`src/rtl/uart_pkg.sv`:
```
// Shared UART definitions: state encoding, data width and line levels.
// Used by both the transmitter and the receiver.
package uart_pkg;

  localparam int   DATA_W    = 8;
  localparam logic START_BIT = 1'b0;
  localparam logic STOP_BIT  = 1'b1;

  typedef enum logic [2:0] {
    IDLE   = 3'd0,
    START  = 3'd1,
    DATA   = 3'd2,
    PARITY = 3'd3,
    STOP   = 3'd4
  } uart_state_e;

  function automatic logic even_parity(input logic [DATA_W-1:0] data);
    return ^data;
  endfunction

endpackage

```
`src/rtl/uart_baud_tick.sv`:
```
// Bit-time counter: tick is high during the last clk cycle of each bit time.
// restart re-aligns the count to the start of a new frame.
module uart_baud_tick #(
  parameter int CLKS_PER_BIT = 1
) (
  input  logic clk,
  input  logic rst_n,
  input  logic en,
  input  logic restart,
  output logic tick
);

  localparam logic [15:0] LAST = 16'(CLKS_PER_BIT - 1);

  logic [15:0] cnt_r;
  logic        tick_r;

  // Count clk cycles within a bit; tick_r flags the cycle where cnt_r == LAST.
  always_ff @(posedge clk or negedge rst_n) begin
    if (!rst_n) begin
      cnt_r  <= 16'd0;
      tick_r <= (LAST == 16'd0);
    end else if (restart || !en) begin
      cnt_r  <= 16'd0;
      tick_r <= (LAST == 16'd0);
    end else if (cnt_r == LAST) begin
      cnt_r  <= 16'd0;
      tick_r <= (LAST == 16'd0);
    end else begin
      cnt_r  <= cnt_r + 16'd1;
      tick_r <= ((cnt_r + 16'd1) == LAST);
    end
  end

  assign tick = tick_r;

endmodule

```
`src/rtl/uart_tx.sv`:
```
// UART transmitter with one-entry holding register and back-to-back framing.
// Define UART_TX_PARITY_EN to insert an even parity bit after data bit 7.
module uart_tx
  import uart_pkg::*;
#(
  parameter int CLKS_PER_BIT = 1,
  parameter int STOP_BITS    = 1
) (
  input  logic              clk,
  input  logic              rst_n,
  input  logic [DATA_W-1:0] tx_data,
  input  logic              tx_valid,
  output logic              tx_ready,
  output logic              tx_out,
  output logic              tx_busy
);

  uart_state_e       state_r;
  logic [DATA_W-1:0] shift_r;
  logic [DATA_W-1:0] hold_data_r;
  logic              tx_ready_r;
  logic [2:0]        bit_idx_r;
  logic              stop_idx_r;
  logic              tx_out_r;
  logic              tx_busy_r;
`ifdef UART_TX_PARITY_EN
  logic              parity_r;
`endif

  logic tick_s;
  logic accept_s;
  logic last_stop_s;
  logic load_s;

  // Handshake and shifter-load decisions; load can only happen with the holding register full.
  always_comb begin
    accept_s    = tx_valid && tx_ready_r;
    last_stop_s = (stop_idx_r == 1'(STOP_BITS - 1));
    load_s      = !tx_ready_r &&
                  ((state_r == IDLE) || ((state_r == STOP) && tick_s && last_stop_s));
  end

  uart_baud_tick #(.CLKS_PER_BIT(CLKS_PER_BIT)) u_baud (
    .clk     (clk),
    .rst_n   (rst_n),
    .en      (state_r != IDLE),
    .restart (load_s),
    .tick    (tick_s)
  );

  // Holding register: filled on accept, emptied when the shifter takes it.
  always_ff @(posedge clk or negedge rst_n) begin
    if (!rst_n) begin
      hold_data_r <= 8'h00;
      tx_ready_r  <= 1'b1;
    end else if (accept_s) begin
      hold_data_r <= tx_data;
      tx_ready_r  <= 1'b0;
    end else if (load_s) begin
      tx_ready_r  <= 1'b1;
    end else begin
      tx_ready_r  <= tx_ready_r;
    end
  end

  // Frame state machine; tx_out/tx_busy are registered alongside the state.
  always_ff @(posedge clk or negedge rst_n) begin
    if (!rst_n) begin
      state_r    <= IDLE;
      shift_r    <= 8'h00;
      bit_idx_r  <= 3'd0;
      stop_idx_r <= 1'b0;
      tx_out_r   <= STOP_BIT;
      tx_busy_r  <= 1'b0;
`ifdef UART_TX_PARITY_EN
      parity_r   <= 1'b0;
`endif
    end else if (load_s) begin
      state_r    <= START;
      shift_r    <= hold_data_r;
      bit_idx_r  <= 3'd0;
      stop_idx_r <= 1'b0;
      tx_out_r   <= START_BIT;
      tx_busy_r  <= 1'b1;
`ifdef UART_TX_PARITY_EN
      parity_r   <= even_parity(hold_data_r);
`endif
    end else begin
      case (state_r)
        IDLE: begin
          tx_out_r  <= STOP_BIT;
          tx_busy_r <= 1'b0;
        end
        START: begin
          if (tick_s) begin
            state_r   <= DATA;
            tx_out_r  <= shift_r[0];
            shift_r   <= {1'b0, shift_r[7:1]};
            bit_idx_r <= 3'd0;
          end
        end
        DATA: begin
          if (tick_s) begin
            bit_idx_r <= bit_idx_r + 3'd1;
            if (bit_idx_r == 3'd7) begin
`ifdef UART_TX_PARITY_EN
              state_r    <= PARITY;
              tx_out_r   <= parity_r;
`else
              state_r    <= STOP;
              tx_out_r   <= STOP_BIT;
              stop_idx_r <= 1'b0;
`endif
            end else begin
              tx_out_r <= shift_r[0];
              shift_r  <= {1'b0, shift_r[7:1]};
            end
          end
        end
`ifdef UART_TX_PARITY_EN
        PARITY: begin
          if (tick_s) begin
            state_r    <= STOP;
            tx_out_r   <= STOP_BIT;
            stop_idx_r <= 1'b0;
          end
        end
`endif
        STOP: begin
          if (tick_s) begin
            if (last_stop_s) begin
              state_r   <= IDLE;
              tx_out_r  <= STOP_BIT;
              tx_busy_r <= 1'b0;
            end else begin
              stop_idx_r <= stop_idx_r + 1'b1;
            end
          end
        end
        default: begin
          state_r   <= IDLE;
          tx_out_r  <= STOP_BIT;
          tx_busy_r <= 1'b0;
        end
      endcase
    end
  end

  assign tx_ready = tx_ready_r;
  assign tx_out   = tx_out_r;
  assign tx_busy  = tx_busy_r;

endmodule

```
`config.mk`:
```
export PLATFORM = sky130hd
export DESIGN_NAME = uart_tx
export DESIGN_NICKNAME = d
export VERILOG_FILES = /design/src/rtl/uart_pkg.sv /design/src/rtl/uart_baud_tick.sv /design/src/rtl/uart_tx.sv
export SDC_FILE = /design/constraint.sdc
export NUM_CORES = 1
export LEC_CHECK = 0
export CAP_MARGIN = 20
export CORE_ASPECT_RATIO = 0.6
export CORE_MARGIN = 2
export CORE_UTILIZATION = 37
export CTS_CLUSTER_DIAMETER = 150
export DETAILED_ROUTE_END_ITERATION = 10
export MAX_ROUTING_LAYER = met4
export PLACE_DENSITY = 0.66
export SYNTH_ARGS = -nofsm -noshare
export SYNTH_HDL_FRONTEND = slang
export SYNTH_SLANG_ARGS = --single-unit
```
`constraint.sdc`:
```
create_clock -name clk -period 2.07 [get_ports clk]
set_clock_uncertainty 0.1 [all_clocks]
set_input_delay 0.3105 -clock clk [delete_from_list [all_inputs] [get_ports clk]]
set_output_delay 0.3105 -clock clk [all_outputs]
set_load 0.005 [all_outputs]
```
==> impl_metrics.csv <==
group,metric,value,unit
run_status,status,"complete, no violations",
critical_path,cp_slowest_cell,"dfstp_2",
pwr,ir_drop,0.380,mV
synth,mappedNetlistArea,2170,um2
synth,synth_top_cells_by_count,"39 x dfrtp_1, 27 x nor2_1, 21 x mux2_2, 14 x nand2_1, 10 x xnor2_1",
timing,fin_crit_sh,93.9,%
final_layout,fillers,530,
clocking,cts-root-buf,"clkbuf_8",
grt,grt_max_degree,29,
pwr,total_power,2.91,mW
final_layout,regArea,1060,um2
clocking,clkSinkCount,42,
grt,grt_util_all_layers,15.1,%
timing,timing.setup.tns,0,ns
die,fp.dieW,103,um
final_layout,final_design_area_no_fill,2670,um2
run,maxCapViolations,0,
detailed_routing,top_layer,"met4",
synth,yosys_register_bits,42,
timing,max_freq,0.515,GHz
die,rows,21,
final_layout,n_antenna_cell,0,
timing,setup_viol,0,
timing,relSlewSlack,57.3,%
clocking,clk_pin_slew,0.09,ns
detailed_routing,wl,4300,um
detailed_routing,drtIter0Drc,86,
synth,yosys.area.top_type,"dfrtp_1",
die,start_util,38.7,%
clocking,htreeDepth,2,
final_layout,nets,254,
detailed_routing,met2_length,1650,um
pwr,power_density,1090,nW/um2
synth,yosysUniqueCellTypes,46,
clocking,clk_latency,0.30,ns
critical_path,cp-start-kind,"flip-flop",
final_layout,multi_input_area,1080,um2
timing,hold_ws,0.400,ns
grt,first_global_vias,1479,
die,ios,14,
synth,yosys-top-cells-area,"dfrtp_1 45%, mux2_2 11%, nor2_1 4.7%, xnor2_1 4.0%, dfstp_2 3.6%",
detailed_routing,met3_length,209,um
final_layout,final_core_util,47.4,%
synth,syn_avg_cell_area,10.6,um2
synth,ys_seq_area_share,48.5,%
pwr,pwr-share-seq,43.2,%
final_layout,finalNonFillerCells,320,
detailed_routing,first_pass_iters,4,
synth,synth_edf_count,0,
placement,post-dp-hpwl,3130,um
die,die_y,63.4,um
timing,worst_pin_slew,0.640,ns
final_layout,area_growth,22.7,%
final_layout,drive_above_1_share,29.2,%
critical_path,cp.required,2.15,ns
synth,syn-num-nets,220,
die,die_area,6520,um2
synth,yosysMostFrequentCell,"dfrtp_1",
synth,synth_top_area_share,44.9,%
critical_path,crit_type,"flip-flop to flip-flop",
timing,postLayoutSetupSlackWorst,0.127,ns
placement,place_area,2510,um2
clocking,cts_tree,"done",
pwr,p_comb_share,34.3,%
timing,drv_slew,0,
hold_path,hp-class,"flip-flop to flip-flop",
pwr,clockPowerShare,22.6,%
detailed_routing,wl_per_cell,13.4,um
placement,dpl.cell_count,309,
detailed_routing,vias,1578,
timing,fin_crit,1.94,ns
pwr,p_switching,0.903,mW
clocking,cts_buffer_depth,2,
timing,rsz0062_at_grt,"false",
detailed_routing,remaining_drc_errors,0,
critical_path,path_max_fanout,8,
critical_path,worstPathCellList,"nor2b_1 -> a22o_1 -> a21oi_1 -> a21oi_2 -> buf_4 -> mux2_2",
grt,antenna_found_initial,0,
detailed_routing,via_per_inst,4.93,
synth,syn_inst,205,
grt,overflow,0,
placement,gp_congestion,0.855,
pwr,p_int,2.01,mW
clocking,cts_made_buffers,5,
timing,final_hold_viol_count,0,
critical_path,reg2reg_slack,0.13,ns
die,design.core.area,5620,um2
pwr,p_leak,1.09,nW
pwr,p_sw_share,31.0,%
detailed_routing,postRouteAntennaNets,0,
critical_path,worstPathArrival,2.02,ns
critical_path,crit_family,"flip-flops",
critical_path,slowest_delay,0.61,ns
detailed_routing,met1_length,2390,um
critical_path,critPathBufInv,1,
synth,synthArstFlopShare,100,%
synth,yosys_warnings,0,
placement,io_buffers,13,
grt,grt_pass1_wl,7370,um
placement,dp_slack,0.0562,ns
critical_path,endpoint_kind,"flip-flop",
synth,synth_ff_type,"dfrtp_1",
==> metal layers <==
| metal | track usage, % | up-vias |
|---|---|---|
| met5 | - | - |
| met4 | 4.44 | 0 |
| met3 | 4.00 | 7 |
| met2 | 18.4 | 29 |
| met1 | 23.9 | 752 |
| li1 | - | 790 |
==> tightest hold or removal path, stage by stage (launching register included) <==
cell and delay (ns):
dfrtp_1 0.35, nand2_1 0.05, o21ai_0 0.07
==> area by class of cell <==
type	instances	area share (%)
clock inverter	3	1.64
tap	80	3.75
inverter	7	0.985
multi-input combinational	149	40.6
timing repair buffer	34	10.7
sequential	42	39.8
clock buffer	5	2.58
==> registers in the layout, summed over array words and instances, names as in the netlist <==
name / count
u_baud.cnt_r: 16
hold_data_r: 8
shift_r: 8
bit_idx_r: 3
state_r: 3
tx_busy: 1
tx_out: 1
tx_ready: 1
u_baud.tick: 1
==> worst paths after layout <==
| path | to | cells after the start | from |
|---|---|---|---|
| max | shift_r[0] | 6 | u_baud.tick |
| min | shift_r[7] | 2 | hold_data_r[7] |
| max reg2reg | shift_r[0] | 6 | u_baud.tick |
| min reg2reg | shift_r[7] | 2 | hold_data_r[7] |
| max in group asynchronous | tx_out | 3 | rst_n |
| min in group asynchronous | u_baud.cnt_r[1] | 2 | rst_n |
==> repair_timing <==
item / 4_1_cts / 5_1_grt
resized for setup: 0 / 8
endpoints found under the setup margin: 0 / 19
hold buffers: 1 / 0
buffers inserted: 0 / 2
hold endpoints to repair: 24 / 0
==> cells by family (layout without fill, tap and decap cells) <==
group                      after synthesis  in the layout  share of synthesized area (%)
buffers and inverters                   14             49                           2.82
xor gates and xnor gates                16             16                           6.45
DFF                                     42             42                           48.5
muxes                                   22             22                           11.3
adders and majority gates                4              4                           2.30
AOI/OAI and AO/OA                       31             31                           10.2
and+or+nand+nor                         76             76                           18.4
==> power groups by stage <==
stage	combinational [mW]	sequential (mW)	clock, mW
finish	0.998	1.26	0.658
floorplan	0.774	1.18	0
CTS	1.00	1.25	0.680
global route	1.12	1.29	0.727
global placement	0.978	1.26	0
detailed placement	0.997	1.27	0
==> layout by cell type (no fill, tap or decap), types with 4 or more instances in the layout <==
master,instances
clkbuf_8,5
nand2b_1,4
mux2_2,21
ha_1,4
xnor2_1,10
inv_1,7
a21oi_1,9
nand3_1,8
nor2_1,27
buf_4,20
clkdlybuf4s50_1,12
xor2_1,6
nor3_1,8
a22o_1,4
nand2_1,14
dfrtp_1,34
dfrtp_2,5
Power figures use the tool's default switching activity.
